--- src/rtl/fu_share_arbiter.sv ---
// Purpose: lets NUM_REQ requesters share one functional unit (non-feedback mode), with round-robin issue and in-order result return through a tag FIFO.
// Latency: zero added cycles on both the issue and the return path; end-to-end latency equals the FU latency.
// Backpressure: issue stalls on fu_din_r low or a full tag FIFO; the return path passes the head owner's req_dout_r to fu_dout_r.
//
// Ports:
//   clk, rst_n                      clock and synchronous active-low reset
//   req_din_1/2, req_din_v/r        per-requester operands, using valid/ready handshakes
//   req_dout, req_dout_v/r          per-requester results, using valid/ready handshakes
//   cfg_alu_sel                     static 4-bit opcode per requester, sampled at issue
//   fu_din_1/2, fu_din_v/r          operands sent to the shared FU
//   fu_alu_sel, fu_feedback         FU opcode; feedback mode is tied off
//   fu_dout, fu_dout_v/r            result returned by the shared FU
//   busy                            high while any operation is outstanding
//   err_orphan                      sticky flag: a result arrived while no operation was outstanding
module fu_share_arbiter #(
  parameter int DATA_WIDTH = 32,
  parameter int NUM_REQ    = 4,
  parameter int TAG_DEPTH  = 4
) (
  input  logic                          clk,
  input  logic                          rst_n,
  input  logic [NUM_REQ*DATA_WIDTH-1:0] req_din_1,
  input  logic [NUM_REQ*DATA_WIDTH-1:0] req_din_2,
  input  logic [NUM_REQ-1:0]            req_din_v,
  output logic [NUM_REQ-1:0]            req_din_r,
  output logic [NUM_REQ*DATA_WIDTH-1:0] req_dout,
  output logic [NUM_REQ-1:0]            req_dout_v,
  input  logic [NUM_REQ-1:0]            req_dout_r,
  input  logic [NUM_REQ*4-1:0]          cfg_alu_sel,
  output logic [DATA_WIDTH-1:0]         fu_din_1,
  output logic [DATA_WIDTH-1:0]         fu_din_2,
  output logic                          fu_din_v,
  input  logic                          fu_din_r,
  output logic [3:0]                    fu_alu_sel,
  output logic                          fu_feedback,
  input  logic [DATA_WIDTH-1:0]         fu_dout,
  input  logic                          fu_dout_v,
  output logic                          fu_dout_r,
  output logic                          busy,
  output logic                          err_orphan
);

  localparam int TW = $clog2(NUM_REQ);
  localparam int PW = $clog2(TAG_DEPTH);
  localparam int CW = PW + 1;

  logic [TW-1:0] rr_ptr;
  logic [PW-1:0] rd_ptr;
  logic [PW-1:0] wr_ptr;
  logic [CW-1:0] count;
  logic [TW-1:0] tag_mem [TAG_DEPTH];

  logic          full;
  logic          empty;
  logic          gnt;
  logic [TW-1:0] gnt_idx;
  logic [TW-1:0] head;
  logic          push;
  logic          pop;
  int            srch;

  assign full        = (count == CW'(TAG_DEPTH));
  assign empty       = (count == '0);
  assign head        = tag_mem[rd_ptr];
  assign busy        = !empty;
  assign fu_feedback = 1'b0;

  // Round-robin search. It starts at rr_ptr and wraps modulo NUM_REQ, so a NUM_REQ value
  // that is not a power of two also works. A full FIFO blocks the grant even when a pop
  // happens in the same cycle.
  always_comb begin
    gnt     = 1'b0;
    gnt_idx = '0;
    srch    = 0;
    for (int k = 0; k < NUM_REQ; k++) begin
      srch = int'(rr_ptr) + k;
      if (srch >= NUM_REQ) srch = srch - NUM_REQ;
      if (!gnt && !full && req_din_v[TW'(srch)]) begin
        gnt     = 1'b1;
        gnt_idx = TW'(srch);
      end
    end
  end

  // Issue path: steer the granted requester's operands to the FU and return the FU's ready to that requester.
  always_comb begin
    fu_din_1   = '0;
    fu_din_2   = '0;
    fu_alu_sel = '0;
    req_din_r  = '0;
    for (int i = 0; i < NUM_REQ; i++) begin
      if (gnt && gnt_idx == TW'(i)) begin
        fu_din_1     = req_din_1[i*DATA_WIDTH +: DATA_WIDTH];
        fu_din_2     = req_din_2[i*DATA_WIDTH +: DATA_WIDTH];
        fu_alu_sel   = cfg_alu_sel[i*4 +: 4];
        req_din_r[i] = fu_din_r;
      end
    end
  end

  assign fu_din_v = gnt;
  assign push     = gnt & fu_din_r;

  // Return path: the FIFO head tag decides which requester sees the FU result.
  // With an empty FIFO the FU is never acknowledged.
  always_comb begin
    req_dout   = '0;
    req_dout_v = '0;
    fu_dout_r  = 1'b0;
    for (int i = 0; i < NUM_REQ; i++) begin
      if (!empty && head == TW'(i)) begin
        req_dout_v[i]                         = fu_dout_v;
        req_dout[i*DATA_WIDTH +: DATA_WIDTH]  = fu_dout;
        fu_dout_r                             = req_dout_r[i];
      end
    end
  end

  assign pop = fu_dout_v & fu_dout_r;

  always_ff @(posedge clk) begin
    if (!rst_n) begin
      rr_ptr     <= '0;
      rd_ptr     <= '0;
      wr_ptr     <= '0;
      count      <= '0;
      err_orphan <= 1'b0;
    end else begin
      if (push) begin
        wr_ptr <= wr_ptr + PW'(1);
        rr_ptr <= (gnt_idx == TW'(NUM_REQ - 1)) ? '0 : gnt_idx + TW'(1);
      end
      if (pop) rd_ptr <= rd_ptr + PW'(1);
      if (push && !pop)      count <= count + CW'(1);
      else if (pop && !push) count <= count - CW'(1);
      if (empty && fu_dout_v) err_orphan <= 1'b1;
    end
  end

  // Tag storage is not reset; only entries between the two pointers are ever read.
  always_ff @(posedge clk) begin
    if (push) tag_mem[wr_ptr] <= gnt_idx;
  end

endmodule

--- config.mk ---
export PLATFORM = sky130hd
export DESIGN_NAME = fu_share_arbiter
export DESIGN_NICKNAME = d
export VERILOG_FILES = /design/src/rtl/fu_share_arbiter.sv
export SDC_FILE = /design/constraint.sdc
export NUM_CORES = 1
export LEC_CHECK = 0
export CELL_PAD_IN_SITES_DETAIL_PLACEMENT = 0
export CELL_PAD_IN_SITES_GLOBAL_PLACEMENT = 1
export CORE_AREA = 8 8 199 201
export DETAILED_ROUTE_END_ITERATION = 10
export DIE_AREA = 0 0 207 209
export DONT_BUFFER_PORTS = 1
export PLACE_DENSITY_LB_ADDON = 0.08
export SETUP_SLACK_MARGIN = 0.5
export SLEW_MARGIN = 30
export SYNTH_ARGS = -nofsm -noshare
export SYNTH_HDL_FRONTEND = slang
export SYNTH_SLANG_ARGS = --single-unit
--- constraint.sdc ---
create_clock -name clk -period 4.5 [get_ports clk]
set_clock_uncertainty 0.1 [all_clocks]
set_input_delay 0.9 -clock clk [delete_from_list [all_inputs] [get_ports clk]]
set_output_delay 0.9 -clock clk [all_outputs]
set_load 0.01 [all_outputs]
# Word level (Yosys, flattened, before mapping)
# Memories as Yosys holds them, arrays and structs flattened. A register that Yosys moved wholly into a read port is not among the register bits.
# Index checks and enable logic that the tools add are counted.
[classes]
order_cmp = 8
n_reduce_logical = 29
bitwise_logic = 2
n_mux = 59
add_sub_neg = 12
eq_ne = 7
[op_table]
columns = ["op", "n"]
rows = [
  ["$mux 32", 12],
  ["$mux 1", 26],
  ["$mux 2", 11],
  ["$logic_and 1x1->1", 18],
  ["$lt 2x4->1 const B", 4],
  ["$mux 4", 4],
  ["$ge 3x3->1 const B", 3],
  ["$bmux 1 s2", 4],
  ["$eq 2x2->1 const B", 4],
  ["$sub 2x1->2 const B", 4],
  ["$logic_not 1->1", 7],
  ["$add 2x1->2 const B", 3],
  ["$add 2x2->3 const B", 2],
  ["$mux 3", 2],
  ["$eq 2x1->1 const B", 2],
  ["$logic_not 2->1", 2],
  ["$add 2x1->3 const B", 1],
  ["$add 3x1->3 const B", 1],
  ["$eq 3x3->1 const B", 1],
  ["$ge 2x3->1 const B", 1],
  ["$logic_not 3->1", 1],
  ["$sub 3x1->3 const B", 1],
  ["$and 1x1->1", 2],
  ["$reduce_bool 2->1", 1],
]
[totals]
mem_bits_rw = 8
out_inout_bits = 209
in_bits = 316
regBits = 10
n_memories = 1
wordCells = 123
[memory_table]
columns = ["memory", "words", "word_bits", "rd", "rd_clocked_by_memory_dff", "write_ports", "line", "source"]
rows = [
  ["tag_mem", 4, 2, 1, 1, 1, "51", "logic [TW-1:0] tag_mem [TAG_DEPTH];"],
]

# Longest topological paths before layout
# Gate-level depths: netlist of run 1.
[depth]
word_depth = 25
ltp_mapped = 13

# Worst setup path after synthesis of run 1
# No wires, ideal clock.
[synth_timing]
path_kind = "input-to-output"
start = "input port req_din_v[0]"
end = "output port fu_din_2[10]"
arrival_time_ns = 3.010
required_time_ns = 3.500
path_slack_ns = 0.490
n_path_buf = 3
path_stages = 12
path_cell_list = "nor2b_1 > a21oi_1 > o221ai_1 > nor2_1 > ha_1 > clkbuf_1 > clkbuf_1 > buf_1 > a221oi_1 > nor3_1 > a21oi_1 > nor2_1"
[synth_between]
elab_chain_len = 23
[synth_rtl]
columns = ["element", "line", "source"]
rows = [
  ["start: declaration", "24", "input logic [NUM_REQ-1:0] req_din_v,"],
  ["$bmux 1 s2", "78", "if (!gnt && !full && req_din_v[TW'(srch)]) begin"],
  ["$mux 1 (not written as such) (2 in series)", "78", ""],
  ["$logic_and 1x1->1", "78", ""],
  ["$mux 1", "78", ""],
  ["$logic_not 1->1", "78", ""],
  ["$logic_and 1x1->1 (2 in series)", "78", ""],
  ["$mux 1", "78", ""],
  ["$logic_not 1->1", "78", ""],
  ["[3 not listed]", "n/a", ""],
  ["$logic_not 1->1", "78", ""],
  ["$logic_and 1x1->1 (2 in series)", "78", ""],
  ["$mux 2 (*)", "78", ""],
  ["net gnt_idx[0]", "56", "logic [TW-1:0] gnt_idx;"],
  ["$logic_not 2->1", "92", "if (gnt && gnt_idx == TW'(i)) begin"],
  ["$logic_and 1x1->1", "92", ""],
  ["$mux 32 (3 in series)", "92", ""],
  ["$mux 32 (*)", "92", ""],
  ["end: declaration", "31", "output logic [DATA_WIDTH-1:0] fu_din_2,"],
]
# The timed path passes the listed nets; every way through them passes the cells marked *. The select of a mux whose other input is x is not followed.

# Worst setup path in the final report of run 1
[layout_timing]
start = "input port req_din_v[0]"
end = "output port fu_din_2[0]"
# The elaborated chain is that of the path after synthesis.

==> results of run 1 <==
[per-layer routing]
layer	track usage (%)	wire length, um	vias to the layer above
met4	2.61	562	4
met2	25.0	16300	368
li1	-	-	2470
met5	0	26	-
met3	4.82	2830	32
met1	10.9	9430	2507
[state kept, by name, summed over array words and instances, names as in the netlist, named ones only]
name	cells
rd_ptr	2
rr_ptr	2
err_orphan	1
tag_mem	8
count	3
wr_ptr	2
[final cells by class]
class	instances	area, sq um	area share, %
clock inverter	1	30.0	0.526
inverter	11	41.3	0.724
clock buffer	3	75.1	1.32
antenna	5	12.5	0.219
tap	468	586	10.3
sequential	20	480	8.42
timing repair buffer	39	405	7.11
multi-input combinational	623	4070	71.4
[Yosys cell counts (all sizes together), types with 2 or more instances]
| library cell | number | area [sq um] |
|---|---|---|
| a21oi | 75 | 375 |
| a221oi | 68 | 596 |
| and2 | 131 | 820 |
| and3 | 8 | 50.1 |
| buf | 11 | 46.3 |
| clkbuf | 62 | 233 |
| dfxtp | 12 | 240 |
| edfxtp | 8 | 240 |
| ha | 9 | 113 |
| inv | 11 | 41.3 |
| mux2i | 5 | 50.1 |
| mux4 | 4 | 93.8 |
| nand2 | 7 | 26.3 |
| nand2b | 7 | 43.8 |
| nor2 | 81 | 304 |
| nor2b | 136 | 851 |
| nor3 | 73 | 382 |
| o21ai | 3 | 15.0 |
| xor2 | 2 | 17.5 |
[power groups by stage]
stage	registers [W]	clock network, W	logic [W]
after global routing	0.000293	0.000257	0.00353
after floorplan	0.000277	0	0.00223
after detailed placement	0.000288	0	0.00304
final	0.000285	0.000243	0.00320
after CTS	0.000285	0.000250	0.00312
after global placement	0.000288	0	0.00305
[logic make-up (layout without fill, tap and decap cells)]
logic type / Yosys count / in the layout / synth area share [%]
xor+xnor: 3 / 3 / 0.561
buf+inv: 84 / 54 / 6.84
simple gates: 446 / 446 / 53.4
fa+ha+maj: 10 / 10 / 2.83
flops: 20 / 20 / 10.3
other cells: 1 / 6 / 0.0801
mux: 10 / 10 / 3.39
compound gates: 153 / 153 / 22.6
[path summary, 6_finish.rpt]
check | startpoint | end | slack, ns
setup / recovery | req_din_v[0] | fu_din_2[0] | 0.64
hold / removal | rd_ptr[1]$_SDFFE_PN0P_ | flip-flop | 0.40
setup reg to reg | flip-flop | count[2]$_SDFFE_PN0P_ | 1.35
hold reg to reg | rd_ptr[1]$_SDFFE_PN0P_ | flip-flop | 0.40
[metrics by stage]
| step | instances | power (W) | hold WS, ns | setup slack, ns | area [sq um] |
|---|---|---|---|---|---|
| 5_1_grt | 1170 | 0.00408 | 0.451 | 0.453 | 5700 |
| 3_3_place_gp | 1147 | 0.00334 | 0.373 | 0.193 | 5300 |
| 2_1_floorplan | 727 | 0.00250 | 0.353 | 0.571 | 4680 |
| 3_5_place_dp | 1147 | 0.00333 | 0.380 | 0.207 | 5300 |
| 4_1_cts | 1155 | 0.00366 | 0.395 | 0.500 | 5470 |
| 6_report | 1170 | 0.00373 | 0.397 | 0.643 | 5700 |
[what timing repair did]
action | CTS | global route
pin swaps | 2 | 3
resized for setup | 5 | 26
setup buffers | 4 | 10
setup endpoints to repair | 67 | 65
hold endpoints to repair | 0 | 0
[worst reg2reg max path: stages, from the launching register on]
cell and delay, ns:
dfxtp_1 0.43, mux4_1 0.68, o21ai_0 0.44, nor3_2 0.15, inv_1 0.08, ha_1 0.18
inv_1 0.06, fa_1 0.37, xor2_1 0.16, or3_1 0.30, a21oi_1 0.13
==> impl_results.md, run 1 <==
- Grt ovf: 0
- First-pass iteration count of the detailed router: 4
- Vias/cell: roughly 4.6
- First-pass GRT wire length: 39900 um
- RSZ-0062 raised after global routing: yes
- VDD IR max: 247 uV
- Maxcap violations: 0
- Post-Syn Area: about 4700 sq um
- Pint: around 0.0016 W
- Post-synthesis register bit count: 20
- Initial Util: 12.9%
- Gr usage total: 12.1%
- Max-slew violation count: 0
- Nets: just over 1k
- Max frequency: between 200 and 300 MHz
- Sequential share of power: approximately 7.6%
- Fillers: 4121
- Setup crit end kind: output port
- Status: completed
- Largest net degree at the start of global routing: approximately 70
- Switch share: between 50% and 60%
- Most used DFF post-synth: dfxtp_1
- Core Util, Final: 15.7%
- Syn avg cell area: about 6.4 sq um
- HPWL Detailed: 24100 um
- Core footprint: between 30000 and 40000 sq um
- Max H-tree Level: 1
- Leak: 2.03 nW
- Max clock buf depth: 2
- Slowest-stage cell, CP: ha_4
- Synth cell types: 39
- Hold Path Depth: 2
- P_sw: roughly 0.0022 W
- Worst R2R Path Depth: 10
- Root Driver: clkbuf_16
- I/O Pins: 525
- Worst Tran Pin Value: 0.845 ns
- RD Place Congestion: 0.790
- Synth warn: 0
- Die width: around 210 um
- Clock Latency Late Sink: 0.25 ns
- Critical Path RT: 3.50 ns
- Routed len/inst: 24.9 um
- Num CTS Buffers: 3
- Minimum clock period: 3.86 ns
- Syn Nets: 1053
- Total Routed Length: 29200 um
- EDFF count, synth: 8
- Post-route ant nets: 0
- CP Buf/Inv Count: 2
- CTS tree: done
- Post-synth ARST share: 0%
- Crit start category: input port
- Gate power share: 85.8%
- Buffers on Ports: 0
- Crit path max-delay family: simple AND/OR/NAND/NOR gates
- Cts hold-fix bufs: 0
- Worst slew margin: 43.7%
- Pwr dens: about 650 nW/um^2
- Area Growth Syn to Fin: 21.9%
- Critical Path Max Stage Delay: 0.28 ns
- Drt initial violations: between 150 and 200
- Final Cycle Share: 85.7%
- Total negative setup slack: 0 ns
- Die area: ~43000 sq um
- Initial antenna violation count: 9
- Number of global-route vias before repair: roughly 5.6k
- Clk sinks: 20
- Commonest non-fill, non-tap cell in the layout: nor2b_1
- Final Hold Violating Endpoints: 0
- Worst EP arrival: 2.86 ns
- Share of layout cells above drive strength 1: 12.2%
- Crit-path cells: nor2b_1, a21oi_1, o221ai_1, nor2_2, inv_1, ha_4, buf_8, nor2b_1, nor3_1, a21oi_1, nor2_2
- Min-Delay Path Class: reg2reg
- # rows: 70
- # setup viols final: 0
- Most frequent cells in the layout: nor2b_1 (134), and2_1 (131), a21oi_1 (75)
- Critical path depth: 11
- Critical Setup Path Class: in2out
- Clock group share of total power: about 6.5%
- Post-synthesis sequential area ratio: around a tenth
- Height of the die: 209 um
- Worst-path clk slew: 0.06 ns
- Post-synthesis cell count: 727
- Remaining DRCs: 0
- Critical-path maximum fanout: 16
- Vias after detailed routing: 5381
(Power assumes the default switching activity.)
==> run 2: changes to the inputs <==
--- a/config.mk
+++ b/config.mk
@@ -8,11 +8,14 @@
 export CELL_PAD_IN_SITES_DETAIL_PLACEMENT = 0
 export CELL_PAD_IN_SITES_GLOBAL_PLACEMENT = 1
 export CORE_AREA = 8 8 199 201
+export CTS_CLUSTER_SIZE = 10
 export DETAILED_ROUTE_END_ITERATION = 10
 export DIE_AREA = 0 0 207 209
 export DONT_BUFFER_PORTS = 1
 export PLACE_DENSITY_LB_ADDON = 0.08
 export SETUP_SLACK_MARGIN = 0.5
+export SKIP_CTS_REPAIR_TIMING = 1
+export SKIP_LAST_GASP = 1
 export SLEW_MARGIN = 30
 export SYNTH_ARGS = -nofsm -noshare
 export SYNTH_HDL_FRONTEND = slang
==> impl_results.md, run 2 (synthesized netlist as in run 1, its figures left out) <==
- Height of the die: 209 um
- Max H-tree Level: 1
- First-pass GRT wire length: 38900 um
- Total Routed Length: ~29000 um
- Maxcap violations: 0
- RD Place Congestion: just under 0.8
- Vias after detailed routing: between 5k and 6k
- Critical-path maximum fanout: 31
- Multi-input gate area: 4080 sq um
- Largest net degree at the start of global routing: 69
- CTS tree: done
- Share of layout cells above drive strength 1: 12.1%
- Total negative setup slack: 0 ns
- Met3 GRT Util: 5.00%
- Area Growth Syn to Fin: 22.8%
- Hold path startpoint: rd_ptr[1]$_SDFFE_PN0P_
- Status: completed
- Commonest non-fill, non-tap cell in the layout: nor2b_1
- Worst slew margin: 44.0%
- Die width: between 200 and 250 um
- Most flops, register: tag_mem
- Max clock buf depth: 2
- Core Util, Final: roughly 16%
- Initial Util: 12.9%
- Biggest regs: tag_mem (8), count (3)
- CP Launch Point: req_din_v[0]
- Die area: 43300 sq um
- Num CTS Buffers: 3
- Pwr Total: 0.00377 W
- VDD IR max: 243 uV
- Max-slew violation count: 0
- Final Cycle Share: 85.9%
- Crit start category: input port
- Minimum clock period: 3.87 ns
- Critical Path RT: 3.50 ns
- Sequential cell area: 480 sq um
- Fillers: ~4.1k
- Met2 GRT Util: about a quarter
- Min-Delay Path Class: reg2reg
- Buffers on Ports: 0
- Max reg flops: 8
- First-pass iteration count of the detailed router: 4
- I/O Pins: about 530
- Crit-path cells: nor2b_1, a21oi_1, o221ai_1, nor2_2, inv_2, ha_4, buf_12, nor2b_1, nor3_1, a21oi_1, nor2_1
- Critical Setup Path Class: in2out
- Clock Latency Late Sink: 0.25 ns
- # rows: 70
- HPWL Detailed: about 24000 um
- Critical Path Max Stage Delay: around 0.27 ns
- Grt ovf: 0
- # setup viols final: 0
- Max frequency: 259 MHz
- Root Driver: clkbuf_16
- Smallest hold slack: 0.394 ns
- Gr usage total: 11.8%
- Clk sinks: 20
- Worst EP arrival: between 2 and 3 ns
- Drt initial violations: about 190
- Vias/cell: 4.61
- Met1 GRT Util: 10.3%
- Worst Tran Pin Value: 0.840 ns
- Nets: 1023
- Number of global-route vias before repair: 5525
- Remaining DRCs: 0
- Initial antenna violation count: 10
- Worst-path clk slew: about 0.06 ns
- Post-route ant nets: 0
- Most frequent cells in the layout: nor2b_1 (134), and2_1 (131), a21oi_1 (75)
- Pwr dens: 656 nW/um^2
- Grt peak-use layer: met2
- Slowest-stage cell, CP: nor2_2
- Core footprint: approximately 36000 sq um
- Final Hold Violating Endpoints: 0
- Routed len/inst: 25.1 um
- Leak: 2.04 nW
- Setup crit end kind: output port
- RSZ-0062 raised after global routing: yes
[run 2: metrics by stage]
step	setup slack (ns)	instance area [sq um]	instances
2_1_floorplan	0.571	4680	727
3_3_place_gp	0.193	5300	1147
3_5_place_dp	0.207	5300	1147
4_1_cts	0.208	5410	1151
5_1_grt	0.497	5750	1170
6_report	0.633	5750	1170
[run 2: worst paths after layout]
check                     endpoint  slack [ns]  cells after the start
max                   fu_din_1[12]        0.63                     11
min reg2reg              flip-flop        0.39                      2
min                      flip-flop        0.39                      2
max reg2reg  count[2]$_SDFFE_PN0P_        1.35                     10
[run 2: report_power, final]
| part | total [W] | switching [W] | internal, W |
|---|---|---|---|
| clock network | 0.000243 | 0.0000668 | 0.000176 |
| registers | 0.000285 | 0.0000466 | 0.000238 |
| logic | 0.00324 | 0.00207 | 0.00117 |
[run 2: final cells by class]
| class | count | area share, % |
|---|---|---|
| antenna | 6 | 0.261 |
| clock buffer | 3 | 1.31 |
| clock inverter | 1 | 0.523 |
| inverter | 11 | 0.718 |
| multi-input combinational | 623 | 71.0 |
| sequential | 20 | 8.36 |
| tap | 468 | 10.2 |
| timing repair buffer | 38 | 7.66 |
[run 2: worst max-delay path: cells and delay by family]
kind	cells	cell delay, ns
fa+ha+maj	1	0.26
buf+inv	2	0.31
simple gates	5	1.05
compound gates	3	0.33
[run 2: metal layers]
| layer | up-vias | part of all wire, % |
|---|---|---|
| li1 | 2477 | - |
| met1 | 2513 | 33 |
| met2 | 367 | 56 |
| met3 | 30 | 9.6 |
| met4 | 4 | 1.7 |
| met5 | - | 0.088 |
